$ cat config.mk
export PLATFORM = sky130hd
export DESIGN_NAME = nrisc_banked_regfile
export DESIGN_NICKNAME = d
export VERILOG_FILES = /design/src/rtl/nrisc_banked_regfile_pkg.sv /design/src/rtl/nrisc_banked_regfile_depth_ctr.sv /design/src/rtl/nrisc_banked_regfile.sv
export SDC_FILE = /design/constraint.sdc
export NUM_CORES = 2
export LEC_CHECK = 0
export CAP_MARGIN = 0
export CORE_MARGIN = 4
export CORE_UTILIZATION = 35
export DETAILED_ROUTE_END_ITERATION = 8
export DONT_BUFFER_PORTS = 1
export PLACE_DENSITY = 0.46
export SYNTH_ARGS = -nofsm -noshare
export SYNTH_HDL_FRONTEND = slang
export SYNTH_SLANG_ARGS = --single-unit
$ cat constraint.sdc
create_clock -name clk -period 10.9 [get_ports clk]
set_input_delay 2.725 -clock clk [delete_from_list [all_inputs] [get_ports clk]]
set_output_delay 2.725 -clock clk [all_outputs]
set_load 0.03 [all_outputs]
$ cat src/rtl/nrisc_banked_regfile_pkg.sv
// nrisc_banked_regfile_pkg: shared register-map constants and depth-counter op encoding
package nrisc_banked_regfile_pkg;
  localparam int NRISC_TAM     = 16;
  localparam int NRISC_NREGS   = 16;
  localparam int NRISC_NGLOBAL = 8;
  localparam int NRISC_NBANKS  = 4;
  typedef enum logic [2:0] {OP_HOLD, OP_INC, OP_DEC, OP_OVF, OP_UNF} depth_op_e;
endpackage

$ cat src/rtl/nrisc_banked_regfile_depth_ctr.sv
// nrisc_irq_depth_ctr: interrupt nesting depth counter with saturation and sticky over/underflow flags
//   clk, rst                 clock, sync active-high reset
//   irq_enter, irq_exit      one-cycle pulses from the interrupt controller
//   bank_cur                 current nesting depth (selects the register bank)
//   stack_ovf, stack_unf     sticky error flags, cleared only by rst
module nrisc_irq_depth_ctr import nrisc_banked_regfile_pkg::*; #(
  parameter int NBANKS = NRISC_NBANKS,
  localparam int BW = $clog2(NBANKS)
) (
  input  logic          clk,
  input  logic          rst,
  input  logic          irq_enter,
  input  logic          irq_exit,
  output logic [BW-1:0] bank_cur,
  output logic          stack_ovf,
  output logic          stack_unf
);
  localparam logic [BW-1:0] TOP = BW'(NBANKS - 1);
  depth_op_e op;
  always_comb
    op = (irq_enter && !irq_exit) ? ((bank_cur == TOP) ? OP_OVF : OP_INC) :
         (irq_exit && !irq_enter) ? ((bank_cur == '0) ? OP_UNF : OP_DEC) : OP_HOLD;
  always_ff @(posedge clk)
    if (rst) begin
      bank_cur  <= '0;
      stack_ovf <= 1'b0;
      stack_unf <= 1'b0;
    end else begin
      if (op == OP_INC) bank_cur <= bank_cur + 1'b1;
      if (op == OP_DEC) bank_cur <= bank_cur - 1'b1;
      if (op == OP_OVF) stack_ovf <= 1'b1;
      if (op == OP_UNF) stack_unf <= 1'b1;
    end
endmodule

$ cat src/rtl/nrisc_banked_regfile.sv
// nrisc_banked_regfile: NRISC register file, 2 async reads, 1 sync write, per-depth banked upper registers
//   REG_RF1/REG_RF2 -> REG_A/REG_B   combinational read ports (r0 = 0, r1 = REG_R1)
//   REG_RFD, REG_D, REG_Write         synchronous write port (r0/r1 writes ignored)
//   irq_enter/irq_exit -> bank_cur    nesting depth selecting the bank for regs NGLOBAL..NREGS-1
//   stack_ovf/stack_unf               sticky nesting errors
module nrisc_banked_regfile import nrisc_banked_regfile_pkg::*; #(
  parameter int TAM     = NRISC_TAM,
  parameter int NREGS   = NRISC_NREGS,
  parameter int NGLOBAL = NRISC_NGLOBAL,
  parameter int NBANKS  = NRISC_NBANKS,
  parameter bit BYPASS  = 1'b1,
  localparam int AW = $clog2(NREGS),
  localparam int BW = $clog2(NBANKS)
) (
  input  logic           clk,
  input  logic           rst,
  input  logic [AW-1:0]  REG_RF1,
  input  logic [AW-1:0]  REG_RF2,
  input  logic [AW-1:0]  REG_RFD,
  input  logic [TAM-1:0] REG_D,
  input  logic           REG_Write,
  input  logic [TAM-1:0] REG_R1,
  output logic [TAM-1:0] REG_A,
  output logic [TAM-1:0] REG_B,
  input  logic           irq_enter,
  input  logic           irq_exit,
  output logic [BW-1:0]  bank_cur,
  output logic           stack_ovf,
  output logic           stack_unf
);
  localparam int NB = NREGS - NGLOBAL;
  localparam int GW = $clog2(NGLOBAL);
  localparam int KW = $clog2(NBANKS * NB);
  logic [TAM-1:0] glob_q [NGLOBAL-1:2];
  logic [TAM-1:0] bank_q [NBANKS*NB];
  logic [TAM-1:0] rd_a, rd_b;
  logic wr_ok;
  // Banked storage is laid out as {bank, offset}, offset = addr - NGLOBAL.
  function automatic logic [KW-1:0] kidx(input logic [BW-1:0] b, input logic [AW-1:0] a);
    return KW'(int'(b) * NB + int'(a) - NGLOBAL);
  endfunction
  nrisc_irq_depth_ctr #(.NBANKS(NBANKS)) u_depth (
    .clk(clk), .rst(rst), .irq_enter(irq_enter), .irq_exit(irq_exit),
    .bank_cur(bank_cur), .stack_ovf(stack_ovf), .stack_unf(stack_unf)
  );
  assign wr_ok = REG_Write && REG_RFD >= AW'(2);
  assign rd_a = REG_RF1 == '0 ? '0 : REG_RF1 == AW'(1) ? REG_R1 :
                REG_RF1 < AW'(NGLOBAL) ? glob_q[REG_RF1[GW-1:0]] : bank_q[kidx(bank_cur, REG_RF1)];
  assign rd_b = REG_RF2 == '0 ? '0 : REG_RF2 == AW'(1) ? REG_R1 :
                REG_RF2 < AW'(NGLOBAL) ? glob_q[REG_RF2[GW-1:0]] : bank_q[kidx(bank_cur, REG_RF2)];
  assign REG_A = (BYPASS && wr_ok && REG_RF1 == REG_RFD) ? REG_D : rd_a;
  assign REG_B = (BYPASS && wr_ok && REG_RF2 == REG_RFD) ? REG_D : rd_b;
  // bank_cur here is the pre-edge depth, so a write alongside enter/exit lands in the old bank.
  always_ff @(posedge clk)
    if (rst) begin
      glob_q <= '{default: '0};
      bank_q <= '{default: '0};
    end else if (wr_ok) begin
      if (REG_RFD < AW'(NGLOBAL)) glob_q[REG_RFD[GW-1:0]] <= REG_D;
      else bank_q[kidx(bank_cur, REG_RFD)] <= REG_D;
    end
endmodule

==> Yosys cells after proc, flatten, opt, wreduce, memory -nomap -nowiden <==
Index checks and enable logic that the tools add are counted.
{ "word_totals": {"reg_bits": 612, "in_bits": 49} }
{ "classes": {"n_addsub": 8, "magnitude_cmp": 12, "eq_ne": 9, "n_mux": 30, "n_bitwise": 4, "reduce_logical": 15} }
{ "ops": {"columns": ["op", "count"], "rows": [
  ["512-bit bitwise mux", 1],
  ["16-bit two-way mux", 16],
  ["16-bit binary-select mux with 5-bit select", 2],
  ["16-bit binary-select mux with 3-bit select", 2],
  ["96-bit bitwise mux", 1],
  ["16-bit demux with 5-bit select", 1],
  ["16-bit demux with 3-bit select", 1],
  ["6-bit >= comparator, second input constant", 3],
  ["5-bit inverter with 6-bit output", 3],
  ["5-bit by 4-bit adder with 5-bit output", 3],
  ["5-bit by 4-bit subtractor with 5-bit output, second input constant", 3],
  ["3-bit by 4-bit < comparator with 1-bit output, second input constant", 3],
  ["4-bit < comparator, second input constant", 3],
  ["3-bit two-way mux", 3],
  ["4-bit by 1-bit equality test with 1-bit output, second input constant", 2],
  ["4-bit equality test", 2],
  ["4-bit zero test", 2],
  ["1-bit logical AND", 7],
  ["3-bit by 2-bit equality test with 1-bit output, second input constant", 2],
  ["6-bit by 1-bit < comparator with 1-bit output, second input constant", 1],
  ["2-bit two-way mux", 3],
  ["4-bit by 2-bit >= comparator with 1-bit output, second input constant", 1],
  ["2-bit AND reduction", 2],
  ["3-bit by 1-bit equality test with 1-bit output, second input constant", 1],
  ["other kinds (9)", 10]
]} }

==> Logic depth before layout (Yosys ltp) <==
{ "logic_depth": {"depth_word": 10, "mapped_depth": 10, "mapped_depth_nobuf": 7} }

==> Hierarchy <==
A second synthesis with hierarchy kept.
{ "unflattened": {"hier_cells": 3224, "hier_area_um2": 32543.7} }
{ "by_module_without_submodules": {"columns": ["module", "instances", "cells_per_inst", "area_per_inst_um2", "seq_area_each_um2"], "rows": [
  ["nrisc_banked_regfile", 1, 3204, 32366.0, 12171.7],
  ["nrisc_irq_depth_ctr", 1, 20, 177.7, 80.1]
]} }

==> Worst setup path before layout <==
Ideal clock, no wire load.
{ "synth_timing": {"path_type": "input -> output", "start": "input REG_RF1[3]", "end": "output REG_A[12]", "arrival_time_ps": 5252, "t_required_ps": 8175, "setup_slack_ps": 2923, "path_stages": 9, "n_path_buf": 4, "path_cell_list": "clkbuf_1 inv_1 ha_1 clkbuf_1 clkbuf_1 clkbuf_1 a31oi_1 a211o_1 o21ai_0"} }
{ "synth_between": {"elab_chain_len": 10, "elab_cells_between_ends": 15, "cone_classes": "add/sub: 2; order compare: 1; eq/ne: 2; mux: 7; bitwise: 1; reduce/logical: 2"} }
{ "synth_rtl": {"columns": ["item", "line", "rtl"], "rows": [
  ["start: declaration", "nrisc_banked_regfile.sv:17", "input logic [AW-1:0] REG_RF1,"],
  ["5-bit by 4-bit adder with 5-bit output", "nrisc_banked_regfile.sv:40", "return KW'(int'(b) * NB + int'(a) - NGLOBAL);"],
  ["5-bit by 4-bit subtractor with 5-bit output", "nrisc_banked_regfile.sv:40", null],
  ["5-bit inverter with 6-bit output (implied by the code)", "nrisc_banked_regfile.sv:48", "REG_RF1 < AW'(NGLOBAL) ? glob_q[REG_RF1[GW-1:0]] : bank_q[kidx(bank_cur, REG_RF1)];"],
  ["16-bit binary-select mux with 5-bit select", "nrisc_banked_regfile.sv:48", null],
  ["16-bit two-way mux (implied by the code) (2 in a row)", "nrisc_banked_regfile.sv:48", null],
  ["16-bit two-way mux", "nrisc_banked_regfile.sv:48", null],
  ["16-bit two-way mux (2 in a row)", "nrisc_banked_regfile.sv:47", "assign rd_a = REG_RF1 == '0 ? '0 : REG_RF1 == AW'(1) ? REG_R1 :"],
  ["16-bit two-way mux *", "nrisc_banked_regfile.sv:51", "assign REG_A = (BYPASS && wr_ok && REG_RF1 == REG_RFD) ? REG_D : rd_a;"],
  ["end: declaration", "nrisc_banked_regfile.sv:23", "output logic [TAM-1:0] REG_A,"]
]} }
Every way passes the cells marked *; elsewhere a longest branch is shown, timed or not. The select of a mux whose other input is x is not followed.

==> Worst setup path after layout <==
{ "layout_timing": {"start": "input REG_RF2[3]", "end": "output REG_B[15]"} }
{ "layout_between": {"elab_chain_len": 10, "elab_cells_between_ends": 15, "cone_classes": "add/sub: 2; order compare: 1; eq/ne: 2; mux: 7; bitwise: 1; reduce/logical: 2"} }
{ "layout_rtl": {"columns": ["item", "line", "rtl"], "rows": [
  ["start: declaration", "nrisc_banked_regfile.sv:18", "input logic [AW-1:0] REG_RF2,"],
  ["5-bit by 4-bit adder with 5-bit output", "nrisc_banked_regfile.sv:40", null],
  ["5-bit by 4-bit subtractor with 5-bit output", "nrisc_banked_regfile.sv:40", null],
  ["5-bit inverter with 6-bit output (implied by the code)", "nrisc_banked_regfile.sv:50", "REG_RF2 < AW'(NGLOBAL) ? glob_q[REG_RF2[GW-1:0]] : bank_q[kidx(bank_cur, REG_RF2)];"],
  ["16-bit binary-select mux with 5-bit select", "nrisc_banked_regfile.sv:50", null],
  ["16-bit two-way mux (implied by the code) (2 in a row)", "nrisc_banked_regfile.sv:50", null],
  ["16-bit two-way mux", "nrisc_banked_regfile.sv:50", null],
  ["16-bit two-way mux (2 in a row)", "nrisc_banked_regfile.sv:49", "assign rd_b = REG_RF2 == '0 ? '0 : REG_RF2 == AW'(1) ? REG_R1 :"],
  ["16-bit two-way mux *", "nrisc_banked_regfile.sv:52", "assign REG_B = (BYPASS && wr_ok && REG_RF2 == REG_RFD) ? REG_D : rd_b;"],
  ["end: declaration", "nrisc_banked_regfile.sv:24", "output logic [TAM-1:0] REG_B,"]
]} }
Marks and branches as above.

==> flow_metrics.py <==
metrics = {
    "synthesis": {
        "synth_edf_count": 0,
        "syn_avg_cell_area_sq_um": 10.4,
        "synth_cells": 3122,
        "ys_seq_area_share_pct": 37.6,
        "synthesis.nets": 3174,
        "async_flop_share_pct": 0,
        "ys_warn_count": 0,
        "dominantRegCellSynth": "dfxtp_1",
        "ys_ff_latch": 612,
        "ys_types": 56,
        "synth.cell_area_sq_um": 32600,
    },
    "floorplanning": {
        "die_h_um": 313,
        "die-area_sq_um": 98100,
        "initial_core_util_pct": 35.4,
        "core_sq_um": 92100,
        "rows": 111,
        "die_w_um": 313,
        "num_io_pins": 85,
    },
    "critical_path": {
        "cp-start-kind": "input port",
        "endpoint_kind": "output pin",
        "crit_type": "input port to output pin",
        "critPathArrivalTime_ns": 5.94,
        "worstPathRequired_ns": 8.18,
        "path_max_fanout": 22,
    },
    "grt": {
        "grt_pass1_vias": 24400,
        "track_usage_pct": 24.8,
        "grt_overflow": 0,
        "antenna_found_initial": 3,
        "grt_max_degree": 613,
        "grt_pass1_wl_um": 180000,
    },
    "clocking": {
        "clock-sinks": 612,
        "worstSkewPairLatency_ns": 0.66,
        "h-tree-depth": 3,
        "cts_resized": 0,
        "post_cts_buffers": 0,
        "max-clock-path-buffers": 3,
        "clk_pin_slew_ns": 0.06,
        "postCtsHoldBufs": 0,
        "numCtsBuffers": 75,
        "cts_tree": "built",
        "cts_root_buffer": "clkbuf_16",
    },
    "placed_design": {
        "hpwl_um": 78200,
        "placed_cells": 4086,
        "globalplace.congestion": 0.901,
        "io_buffers": 0,
    },
    "route": {
        "postRouteAntennaNets": 0,
        "via_per_inst": 5.94,
        "vias": 25100,
        "drc": 0,
        "drt_iter0_drc": 2802,
        "wl_per_cell_um": 29.6,
        "dr.pass1.iters": 8,
        "wl_um": 125000,
    },
    "timing": {
        "period_share_pct": 79.5,
        "worstMarginPinSlew_ns": 1.37,
        "rsz0062_at_grt": "false",
        "timing.fmax_mhz": 115,
        "finalMaxSlewViolations": 0,
        "finClkSkew_ns": 0.0216,
        "timing.hold.ws_ns": 0.468,
        "period_needed_ns": 8.67,
        "setup-violations-final": 0,
        "hold_viol": 0,
        "slew_headroom_pct": 8.88,
        "tns_ns": 0,
    },
    "run_status": {
        "outcome": "finished clean",
    },
    "run": {
        "drv_cap": 0,
    },
    "power_and_ir_drop": {
        "ir_worst_vdd_v": 0.000108,
        "p_leak_nw": 12.8,
        "power_density_nw_per_um2": 146,
        "total_power_mw": 5.20,
    },
    "layout": {
        "nets": 2972,
        "layout-drive-gt1-share_pct": 17.7,
        "ff_latch_area_sq_um": 12300,
        "fin_cells": 4219,
        "area_growth_pct": 9.27,
        "multi_input_area_sq_um": 18900,
        "num-fill-cells": 8901,
    },
    "worst_hold_path": {
        "min_path_type": "flip-flop to flip-flop",
    },
}
-- routing by layer --
metal | vias to the layer above | track usage (%) | wire (um)
met5 | - | 0 | 7
met3 | 194 | 7.38 | 11800
met1 | 12800 | 34.0 | 54100
li1 | 11000 | - | -
met2 | 1045 | 37.9 | 54900
met4 | 2 | 7.59 | 3910
-- cells in the final DEF (no fill, tap or decap), types with 38 or more instances in the layout --
| master | instances |
|---|---|
| nor2_1 | 542 |
| o21ai_0 | 39 |
| mux2i_1 | 578 |
| a21oi_1 | 97 |
| a22oi_1 | 93 |
| dfxtp_1 | 612 |
| mux4_2 | 266 |
| nand3_1 | 79 |
| mux2_2 | 38 |
| nand2_1 | 167 |
| clkbuf_16 | 75 |
| buf_4 | 52 |
-- synthesized netlist by cell type (5+ instances only) --
cell / number / area share (%)
nand2_1: 167 / 1.9
a22o_1: 5 / 0.13
buf_4: 36 / 0.83
a211oi_1: 23 / 0.53
buf_1: 18 / 0.21
clkbuf_1: 181 / 2.1
o21ai_0: 39 / 0.60
nor2_1: 543 / 6.3
o31ai_1: 16 / 0.37
mux2_2: 38 / 1.3
mux4_2: 266 / 18
a31oi_1: 22 / 0.42
mux2i_1: 578 / 18
dfxtp_1: 612 / 38
nor2_2: 18 / 0.35
nand2b_1: 10 / 0.19
o221ai_1: 20 / 0.54
a22oi_1: 93 / 2.1
nor3_1: 8 / 0.12
buf_2: 81 / 1.2
nand3_1: 79 / 1.2
a211o_1: 11 / 0.30
xor2_1: 7 / 0.19
o211ai_1: 8 / 0.18
and3_1: 26 / 0.50
a221oi_1: 14 / 0.38
nor2b_1: 35 / 0.67
buf_6: 15 / 0.52
a21oi_1: 97 / 1.5
-- through the flow --
stage	utilization [%]	cell area, sq um	setup WS, ns
finish	38.7	35600	2.23
global route	38.7	35600	2.16
CTS	38.7	35600	2.47
detailed placement	35.9	33100	2.47
global placement	35.9	33100	2.50
floorplan	-	32600	2.92
-- cell type report --
class | count | share of cell area (%)
Inverter | 4 | 0.0422
Multi-Input combinational cell | 2175 | 53.0
Clock inverter | 25 | 1.03
Sequential cell | 612 | 34.4
Tap cell | 1243 | 4.37
Timing Repair Buffer | 52 | 1.10
Clock buffer | 107 | 6.11
Antenna cell | 1 | 0.00703
-- worst max-delay path, stage by stage --
cell and delay (ns):
inv_1 0.06, ha_1 0.76, nor2b_1 0.88, a22oi_1 0.19, and3_1 0.23, o31ai_1 0.78, buf_4 0.30
-- kinds of logic after synthesis --
group,after synthesis,share of synthesized area (%)
XOR/XNOR,11,0.365
AO/OA/AOI/OAI,365,7.61
multiplexers,882,37.4
buffers and inverters,335,4.93
AND/OR/NAND/NOR,914,12.0
flip-flops,612,37.6
adder cells (fa/ha/maj),3,0.115
-- where the power goes --
group | internal, mW | switching [mW] | leakage, nW | total [mW]
combinational | 0.137 | 0.202 | 6.66 | 0.339
clock | 1.54 | 1.06 | 1.25 | 2.60
sequential | 2.25 | 0.0118 | 4.93 | 2.26
total | 3.93 | 1.27 | 12.8 | 5.20
-- flip-flops by register name, summed over array words and instances, names as in the netlist --
signal / flops
bank_q: 512
glob_q: 96
u_depth.bank_cur: 2
u_depth.stack_ovf: 1
u_depth.stack_unf: 1
-- worst paths after layout --
path	startpoint	end	slack, ns	cells after the start
worst max register to register	u_depth.bank_cur[0]	bank_q[350]	7.08	8
worst max-delay path	REG_RF2[3]	REG_B[15]	2.23	7
worst min register to register	bank_q[83]	bank_q[83]	0.47	2
worst min-delay path	bank_q[83]	bank_q[83]	0.47	2
(Power assumes the default switching activity.)
